--- src/rtl/ahb_pkg.sv ---
// Shared AHB-Lite encodings and the bridge state type used by the
// FemtoRV32-to-AHB master bridge and its bench.
package ahb_pkg;

    typedef enum logic [1:0] {
        HTRANS_IDLE   = 2'b00,
        HTRANS_BUSY   = 2'b01,
        HTRANS_NONSEQ = 2'b10,
        HTRANS_SEQ    = 2'b11
    } htrans_t;

    typedef enum logic [2:0] {
        HSIZE_BYTE  = 3'b000,
        HSIZE_HALF  = 3'b001,
        HSIZE_WORD  = 3'b010,
        HSIZE_DWORD = 3'b011
    } hsize_t;

    typedef enum logic {
        HRESP_OKAY  = 1'b0,
        HRESP_ERROR = 1'b1
    } hresp_t;

    localparam logic [2:0] HBURST_SINGLE = 3'b000;

    typedef enum logic [1:0] {
        ST_IDLE = 2'b00,
        ST_ADDR = 2'b01,
        ST_DATA = 2'b10,
        ST_ERR  = 2'b11
    } bridge_state_t;

endpackage

--- src/rtl/ahb_wmask_decode.sv ---
// Turns a byte-lane mask plus the current lane counter into the HSIZE,
// lane offset and split-beat sequencing for one AHB transfer.
module ahb_wmask_decode
    import ahb_pkg::*;
#(
    parameter int STRB = 4,
    parameter int LW   = $clog2(STRB)
) (
    input  logic [STRB-1:0] mask,
    input  logic [LW-1:0]   lane,
    output logic [2:0]      size,
    output logic [LW-1:0]   lane_offset,
    output logic            split,
    output logic [LW-1:0]   next_lane,
    output logic            last
);

    logic [STRB-1:0] grp;
    logic            found;
    logic            more;
    logic [LW-1:0]   first;

    always_comb begin
        size        = HSIZE_BYTE;
        lane_offset = '0;
        split       = 1'b1;
        next_lane   = '0;
        last        = 1'b1;
        grp         = '0;
        found       = 1'b0;
        more        = 1'b0;
        first       = '0;

        // A mask is a single transfer only when it is 2^k ones aligned to 2^k.
        for (int k = 0; k <= LW; k++) begin
            grp = STRB'((64'd1 << (1 << k)) - 64'd1);
            for (int o = 0; o < STRB; o++) begin
                if (((o % (1 << k)) == 0) && (mask == (grp << o))) begin
                    split       = 1'b0;
                    size        = 3'(k);
                    lane_offset = LW'(o);
                end
            end
        end

        if (split) begin
            for (int i = 0; i < STRB; i++) begin
                if (!found && (i >= int'(lane)) && mask[i]) begin
                    found = 1'b1;
                    first = LW'(i);
                end
            end
            for (int i = 0; i < STRB; i++) begin
                if ((i > int'(first)) && mask[i]) more = 1'b1;
            end
            size        = HSIZE_BYTE;
            lane_offset = first;
            next_lane   = first + 1'b1;
            last        = !more;
        end
    end

endmodule

--- src/rtl/ahb_lite_master_bridge.sv ---
// FemtoRV32 mem_* port to AHB-Lite master: one outstanding SINGLE transfer,
// mask-driven HSIZE/HADDR, byte splitting of irregular masks, ERROR handling.
module ahb_lite_master_bridge
    import ahb_pkg::*;
#(
    parameter int         ADDR_WIDTH = 32,
    parameter int         DATA_WIDTH = 32,
    parameter logic [3:0] HPROT_VAL  = 4'b0011
) (
    input  logic                      HCLK,
    input  logic                      HRESET,
    input  logic [ADDR_WIDTH-1:0]     mem_addr,
    input  logic [DATA_WIDTH-1:0]     mem_wdata,
    input  logic [DATA_WIDTH/8-1:0]   mem_wmask,
    input  logic                      mem_rstrb,
    output logic [DATA_WIDTH-1:0]     mem_rdata,
    output logic                      mem_rbusy,
    output logic                      mem_wbusy,
    output logic                      bus_err,
    output logic [ADDR_WIDTH-1:0]     err_addr,
    output logic [ADDR_WIDTH-1:0]     HADDR,
    output logic                      HWRITE,
    output logic [2:0]                HSIZE,
    output logic [2:0]                HBURST,
    output logic [3:0]                HPROT,
    output logic [1:0]                HTRANS,
    output logic                      HMASTLOCK,
    output logic [DATA_WIDTH-1:0]     HWDATA,
    input  logic                      HREADY,
    input  logic                      HRESP,
    input  logic [DATA_WIDTH-1:0]     HRDATA,
    output bridge_state_t             state_dbg
);

    localparam int STRB = DATA_WIDTH / 8;
    localparam int LW   = $clog2(STRB);

    // Handshake: a request is mem_rstrb or a nonzero mem_wmask for one cycle and is
    // taken only in IDLE; the matching busy stays high from that cycle until the
    // result is registered. On AHB, each phase ends on the cycle HREADY is 1.

    bridge_state_t         state_q, state_d;
    logic                  op_write_q;
    logic [ADDR_WIDTH-1:0] addr_q;
    logic [STRB-1:0]       mask_q;
    logic [LW-1:0]         lane_q;
    logic [DATA_WIDTH-1:0] wdata_q;
    logic [DATA_WIDTH-1:0] rdata_q;
    logic                  bus_err_q;
    logic [ADDR_WIDTH-1:0] err_addr_q;

    logic [2:0]            dec_size;
    logic [LW-1:0]         dec_offset;
    logic                  dec_split;
    logic [LW-1:0]         dec_next_lane;
    logic                  dec_last;

    logic                  accept;
    logic                  beat_ok;
    logic                  beat_err;
    logic [ADDR_WIDTH-1:0] beat_addr;

    ahb_wmask_decode #(.STRB(STRB), .LW(LW)) u_decode (
        .mask        (mask_q),
        .lane        (lane_q),
        .size        (dec_size),
        .lane_offset (dec_offset),
        .split       (dec_split),
        .next_lane   (dec_next_lane),
        .last        (dec_last)
    );

    assign accept    = (state_q == ST_IDLE) && (mem_rstrb || (mem_wmask != '0));
    assign beat_addr = {addr_q[ADDR_WIDTH-1:LW], dec_offset};

    always_comb begin
        state_d  = state_q;
        beat_ok  = 1'b0;
        beat_err = 1'b0;
        case (state_q)
            ST_IDLE: if (accept) state_d = ST_ADDR;
            ST_ADDR: if (HREADY) state_d = ST_DATA;
            ST_DATA: begin
                if (HREADY) begin
                    // HRESP with HREADY in one cycle is a malformed error; finish it here.
                    if (HRESP == HRESP_ERROR) begin
                        beat_err = 1'b1;
                        state_d  = ST_IDLE;
                    end else begin
                        beat_ok = 1'b1;
                        state_d = dec_last ? ST_IDLE : ST_ADDR;
                    end
                end else if (HRESP == HRESP_ERROR) begin
                    state_d = ST_ERR;
                end
            end
            ST_ERR: begin
                if (HREADY) begin
                    beat_err = 1'b1;
                    state_d  = ST_IDLE;
                end
            end
            default: state_d = ST_IDLE;
        endcase
    end

    always_ff @(posedge HCLK) begin
        if (HRESET) begin
            state_q    <= ST_IDLE;
            op_write_q <= 1'b0;
            addr_q     <= '0;
            mask_q     <= '0;
            lane_q     <= '0;
            wdata_q    <= '0;
            rdata_q    <= '0;
            bus_err_q  <= 1'b0;
            err_addr_q <= '0;
        end else begin
            state_q   <= state_d;
            bus_err_q <= beat_err;
            if (accept) begin
                op_write_q <= !mem_rstrb;
                addr_q     <= mem_addr;
                mask_q     <= mem_rstrb ? '1 : mem_wmask;
                lane_q     <= '0;
                if (!mem_rstrb) wdata_q <= mem_wdata;
            end
            if (beat_ok) begin
                if (!op_write_q) rdata_q <= HRDATA;
                if (dec_split && !dec_last) lane_q <= dec_next_lane;
            end
            if (beat_err) begin
                err_addr_q <= beat_addr;
                if (!op_write_q) rdata_q <= '0;
            end
        end
    end

    assign HTRANS    = (state_q == ST_ADDR) ? HTRANS_NONSEQ : HTRANS_IDLE;
    assign HADDR     = (state_q == ST_IDLE) ? '0 : beat_addr;
    assign HWRITE    = (state_q != ST_IDLE) && op_write_q;
    assign HSIZE     = (state_q == ST_IDLE) ? 3'b000 : dec_size;
    assign HWDATA    = wdata_q;
    assign HBURST    = HBURST_SINGLE;
    assign HPROT     = HPROT_VAL;
    assign HMASTLOCK = 1'b0;

    assign mem_rdata = rdata_q;
    assign mem_rbusy = mem_rstrb || ((state_q != ST_IDLE) && !op_write_q);
    assign mem_wbusy = (mem_wmask != '0) || ((state_q != ST_IDLE) && op_write_q);
    assign bus_err   = bus_err_q;
    assign err_addr  = err_addr_q;
    assign state_dbg = state_q;

endmodule

--- config.mk ---
export PLATFORM = sky130hd
export DESIGN_NAME = ahb_lite_master_bridge
export DESIGN_NICKNAME = d
export VERILOG_FILES = /design/src/rtl/ahb_pkg.sv /design/src/rtl/ahb_wmask_decode.sv /design/src/rtl/ahb_lite_master_bridge.sv
export SDC_FILE = /design/constraint.sdc
export NUM_CORES = 1
export LEC_CHECK = 0
export BUFFER_PORTS_ARGS = -buffer_cell sky130_fd_sc_hd__buf_2
export CORE_UTILIZATION = 30
export DETAILED_ROUTE_END_ITERATION = 12
export PLACE_DENSITY = 0.65
export SLEW_MARGIN = 10
export SYNTH_ARGS = -nofsm -noshare
export SYNTH_HDL_FRONTEND = slang
export SYNTH_SLANG_ARGS = --single-unit
--- constraint.sdc ---
create_clock -name HCLK -period 2.35 [get_ports HCLK]
set_input_delay 0.3525 -clock HCLK [delete_from_list [all_inputs] [get_ports HCLK]]
set_output_delay 0.3525 -clock HCLK [all_outputs]
set_load 0.02 [all_outputs]
; Yosys cells after proc, flatten, opt, wreduce, memory -nomap -nowiden
; Cells that the tools add are included.
; W data, S select, Z words.
[totals]
output_inout_bits = 147
in_bits = 105
ff_bits = 138
elab_cells = 119
[op_classes]
bitwise = 1
addsub = 1
n_reduce_logical = 28
magnitude_cmp = 6
mux = 60
n_eq_ne = 14
[op_table]
columns = cell, count
row1 = $mux W32, 5
row2 = $mux W2, 19
row3 = $mux W1, 29
row4 = $logic_and A1 B1 Y1, 13
row5 = $eq A4 B4 Y1 const B, 3
row6 = $mux W3, 4
row7 = $eq A4 B2 Y1 const B, 2
row8 = $pmux W2 S4, 1
row9 = $logic_not A1 Y1, 7
row10 = $ne A2 B2 Y1 const B, 3
row11 = $eq A2 B2 Y1 const B, 2
row12 = $eq A4 B1 Y1 const B, 1
row13 = $eq A4 B3 Y1 const B, 1
row14 = $ge A1 B2 Y1 const A, 2
row15 = $gt A2 B2 Y1 const A, 2
row16 = $mux W4, 1
row17 = $reduce_and A4 Y1, 1
row18 = $reduce_bool A4 Y1, 1
row19 = $logic_or A1 B1 Y1, 3
row20 = $ne A3 B3 Y1 const B, 1
row21 = $add A2 B1 Y2 const B, 1
row22 = $eq A2 B1 Y1 const B, 1
row23 = $ge A2 B2 Y1 const A, 1
row24 = $gt A1 B2 Y1 const A, 1
row25 = other kinds (5), 5

; Depth between registers and ports, before layout
[depth]
word_depth = 35
depth_mapped = 10
depth_no_buf = 10

; Modules after synthesis
; From an unflattened synthesis, not the netlist that was laid out.
[hier_totals]
hier_cells = 712
hier_area_um2 = 5709.2
[modules_own_cells]
columns = module, instances, cells_each, seq_area_each_um2, area_each_um2
row1 = ahb_lite_master_bridge, 1, 660, 2722.6, 5400.2
row2 = ahb_wmask_decode, 1, 52, 0.0, 309.0

; Worst setup path before layout
; Ideal clock, no wire load.
[synth_timing]
path_kind = register to output
startpoint = register state_q[1], in the netlist state_dbg[1]
endpoint = output port HADDR[1]
slack_ns = -0.021
arrival_ns = 2.018
stages_incl_launch_ff = 5
path_cell_list = dfxtp_1 buf_2 nor2_1 buf_2 a2111oi_0
[synth_via]
elab_chain_len = 2
[synth_lines]
columns = element, line_no
row1 = from (decl), ahb_lite_master_bridge.sv:42  ; bridge_state_t state_q, state_d;
row2 = from (signal assigned), ahb_lite_master_bridge.sv:119  ; state_q <= state_d;
row3 = $logic_not A2 Y1, ahb_lite_master_bridge.sv:140  ; assign HADDR = (state_q == ST_IDLE) ? '0 : beat_addr;
row4 = $mux W32, ahb_lite_master_bridge.sv:140
row5 = to (decl), ahb_lite_master_bridge.sv:21  ; output logic [ADDR_WIDTH-1:0] HADDR,
; No other way between the ends.

; Worst setup path in the final report
[layout_timing]
startpoint = register mask_q[3]
endpoint = output port HADDR[0]
[layout_via]
elab_chain_len = 10
word_cells_on_any_way = 25
cone_classes = 7 x eq/ne / 17 x mux / 1 x reduce/logical
[layout_lines]
columns = element, line_no
row1 = from (decl), ahb_lite_master_bridge.sv:45  ; logic [STRB-1:0] mask_q;
row2 = from (signal assigned), ahb_lite_master_bridge.sv:124  ; mask_q <= mem_rstrb ? '1 : mem_wmask;
row3 = $eq A4 B1 Y1, ahb_wmask_decode.sv:38  ; if (((o % (1 << k)) == 0) && (mask == (grp << o))) begin
row4 = $mux W1 (7 in series), ahb_wmask_decode.sv:38
row5 = $mux W2 (*), ahb_wmask_decode.sv:46  ; if (split) begin
row6 = $mux W32 (*), ahb_lite_master_bridge.sv:140
; Every way passes the cells marked *; elsewhere a longest branch is shown, timed or not. The select of a mux whose other input is x is not followed.

==> metrics <==
status=finished, final reports clean; vias per cell=4.529; Slew headroom=0.4103; Final Max Tran Viols=0; Psw=1.604 mW; Worst EP arrival=1.86 ns; # hold bufs at CTS=0; global-route wire length before repair=23920 um; combinational power share=0.126; Max stage delay cell, worst path=dfxtp_4; Initial Util=0.3093; clk buf depth=2; Lkg Pwr=3.339 nW; ANT nets after route=0; Primary FF master, synth=dfxtp_1; Final Skew=0.007561 ns; most area-consuming cells after synthesis=dfxtp_1 (51%), nand2_1 (18%), a21oi_1 (12%); CTS tree=done; Post-synth EDFFs=0; Yosys reg bits=136; Seq pwr share=0.403; Max-Cap Viols=0; Synth cell types=44; crit share post-route=0.9417; Max VDD drop=606.9 uV; Die Wd=136.0 um; CTS sink count=136; Fin. Hold Viols=0; WL/cell=13.33 um; top cell type's share of synthesized area=0.5055; post-route insts no fill=1158; P_int=4.542 mW; Die Ht=136.0 um; Hold Path Class=in -> reg; Via Count=5245; Pwr Density=822.7 nW/um^2; Synth area leader=dfxtp_1; sequential share of the synthesized area=0.5055; Worst Max-Slew Pin Slew=0.8779 ns; port buffer count=239; share of cells above drive strength 1=0.3419; I/O pin count=252; dpl cell area=6759 um^2; Area growth, synth to finish=38.70%; Syn Area/Cell=7.773 um^2; Worst R2R Setup Slack=0.17 ns; Post-Syn Area=5386 um^2; Final Util=0.4290; wirelength, routed=15440 um; DR DRC count=0; share of total power in the clock network=0.471; placed cell count=1121; DR iter-0 viols=201; CP peak stage delay=0.36 ns; # diodes=0; fill cell count=1837; post-route cell area=7471 um^2; clk_lat worst skew=0.41 ns; most frequent cells in the layout=nand2_1 (256), buf_2 (237), dfxtp_1 (132); commonest non-fill, non-tap cell in the layout=nand2_1; Core Area=17420 um^2; Sw Share=0.2610; initial antenna violation count=1; global route overflow=0; RD Place Congestion=0.7615; f_max=451.9 MHz; CP max FO=6; hpwl dp=10600 um; Worst setup EP type=output port; Cells after Synth=693; Finish-stage setup viols=0; setup_tns=0 ns; htree depth=4; ys async rst share=0; synth warn=0; min cycle time layout=2.213 ns; largest net degree at the start of global routing=74; clock root buffer=clkbuf_16; RSZ-0062 raised after global routing=false; Hold Slack=0.1681 ns; kind of critical path=reg -> out; DRT Pass-1 Iters=4; Die Footprint=18490 um^2; crit path launch type=flip-flop; clock buffer count from CTS=17; site row count=48; crit path cell chain=buf_6 > a311o_1 > a221oi_2 > nor2b_1 > buf_4; Tot GR Track Use=0.1673; Reg clk slew, reported paths=0.06 ns; vias in the first global route=4686; CP required=2.00 ns; Layout Nets=1027
[cell families after synthesis]
logic type,Yosys count,synth area share
and+or+nand+nor,331,0.2592
AOI/OAI and AO/OA,154,0.1633
DFF,136,0.5055
buffers and inverters,65,0.06016
muxes,3,0.005807
adders and majority gates,2,0.004645
other,2,0.001394
[final timing paths]
check                         start                 endpoint  depth (start not counted)
max          mask_q[3]$_SDFFE_PP0P_                 HADDR[0]                          5
min                   mem_wdata[12]  HWDATA[12]$_SDFFE_PP0P_                          3
max reg2reg  mask_q[1]$_SDFFE_PP0P_     lane_q[0]$_SDFF_PP0_                         10
min reg2reg  HWDATA[0]$_SDFFE_PP0P_   HWDATA[0]$_SDFFE_PP0P_                          2
[area by class of cell]
class	count	area, um^2	share of cell area
clock buffers	19	452.9	0.06063
clock inverters	13	192.7	0.02579
inverters	5	18.77	0.002512
multi-input cells	500	2399	0.3211
flip-flops and latches	136	2735	0.3661
well taps	225	281.5	0.03768
repair buffers	260	1391	0.1862
[power groups by stage]
stage | Clock [mW] | Combinational [mW] | Sequential (mW)
floorplan | 0 | 0.449 | 2.56
global placement | 0 | 0.761 | 2.53
detailed placement | 0 | 0.765 | 2.53
CTS | 2.99 | 0.771 | 2.48
global route | 3.09 | 0.855 | 2.49
finish | 2.89 | 0.777 | 2.48
[metrics by stage]
stage	total power [mW]	setup WS, ns
5_1_grt	6.431	0.0001010
6_report	6.146	0.1370
3_5_place_dp	3.294	0.1015
4_1_cts	6.236	0.003085
3_3_place_gp	3.287	0.1419
2_1_floorplan	3.011	0.2417
[synthesized netlist by cell type (2+ instances only)]
| cell type | number |
|---|---|
| nor3_1 | 4 |
| nand2b_1 | 6 |
| nor2b_1 | 33 |
| nand3b_1 | 2 |
| buf_4 | 13 |
| buf_6 | 3 |
| a211oi_1 | 3 |
| dfxtp_1 | 136 |
| clkbuf_1 | 37 |
| ha_1 | 2 |
| a21oi_2 | 10 |
| nor2_1 | 17 |
| mux2i_1 | 2 |
| or4_1 | 2 |
| nand2_1 | 256 |
| inv_1 | 5 |
| nand3_1 | 2 |
| o21ai_0 | 2 |
| or2_2 | 2 |
| conb_1 | 2 |
| buf_2 | 7 |
| a21oi_1 | 125 |
[layer usage]
metal	track usage	wire [um]
met1	0.1943	6684
met2	0.2766	7314
met3	0.07084	1237
met4	0.05370	197
met5	0	8
[worst max-delay path: cells and delay by family (launching register included)]
family                 cells  cell delay [ns]
and+or+nand+nor            1             0.17
DFF                        1             0.36
AOI/OAI and AO/OA          2             0.63
buffers and inverters      2             0.29
[timing repair]
item                                    CTS  global route
gates resized for setup                   3             8
pin swaps                                 1             2
endpoints found under the setup margin    1             1
setup buffers                             0             5
Note: power is estimated with default switching activity, not from simulation.
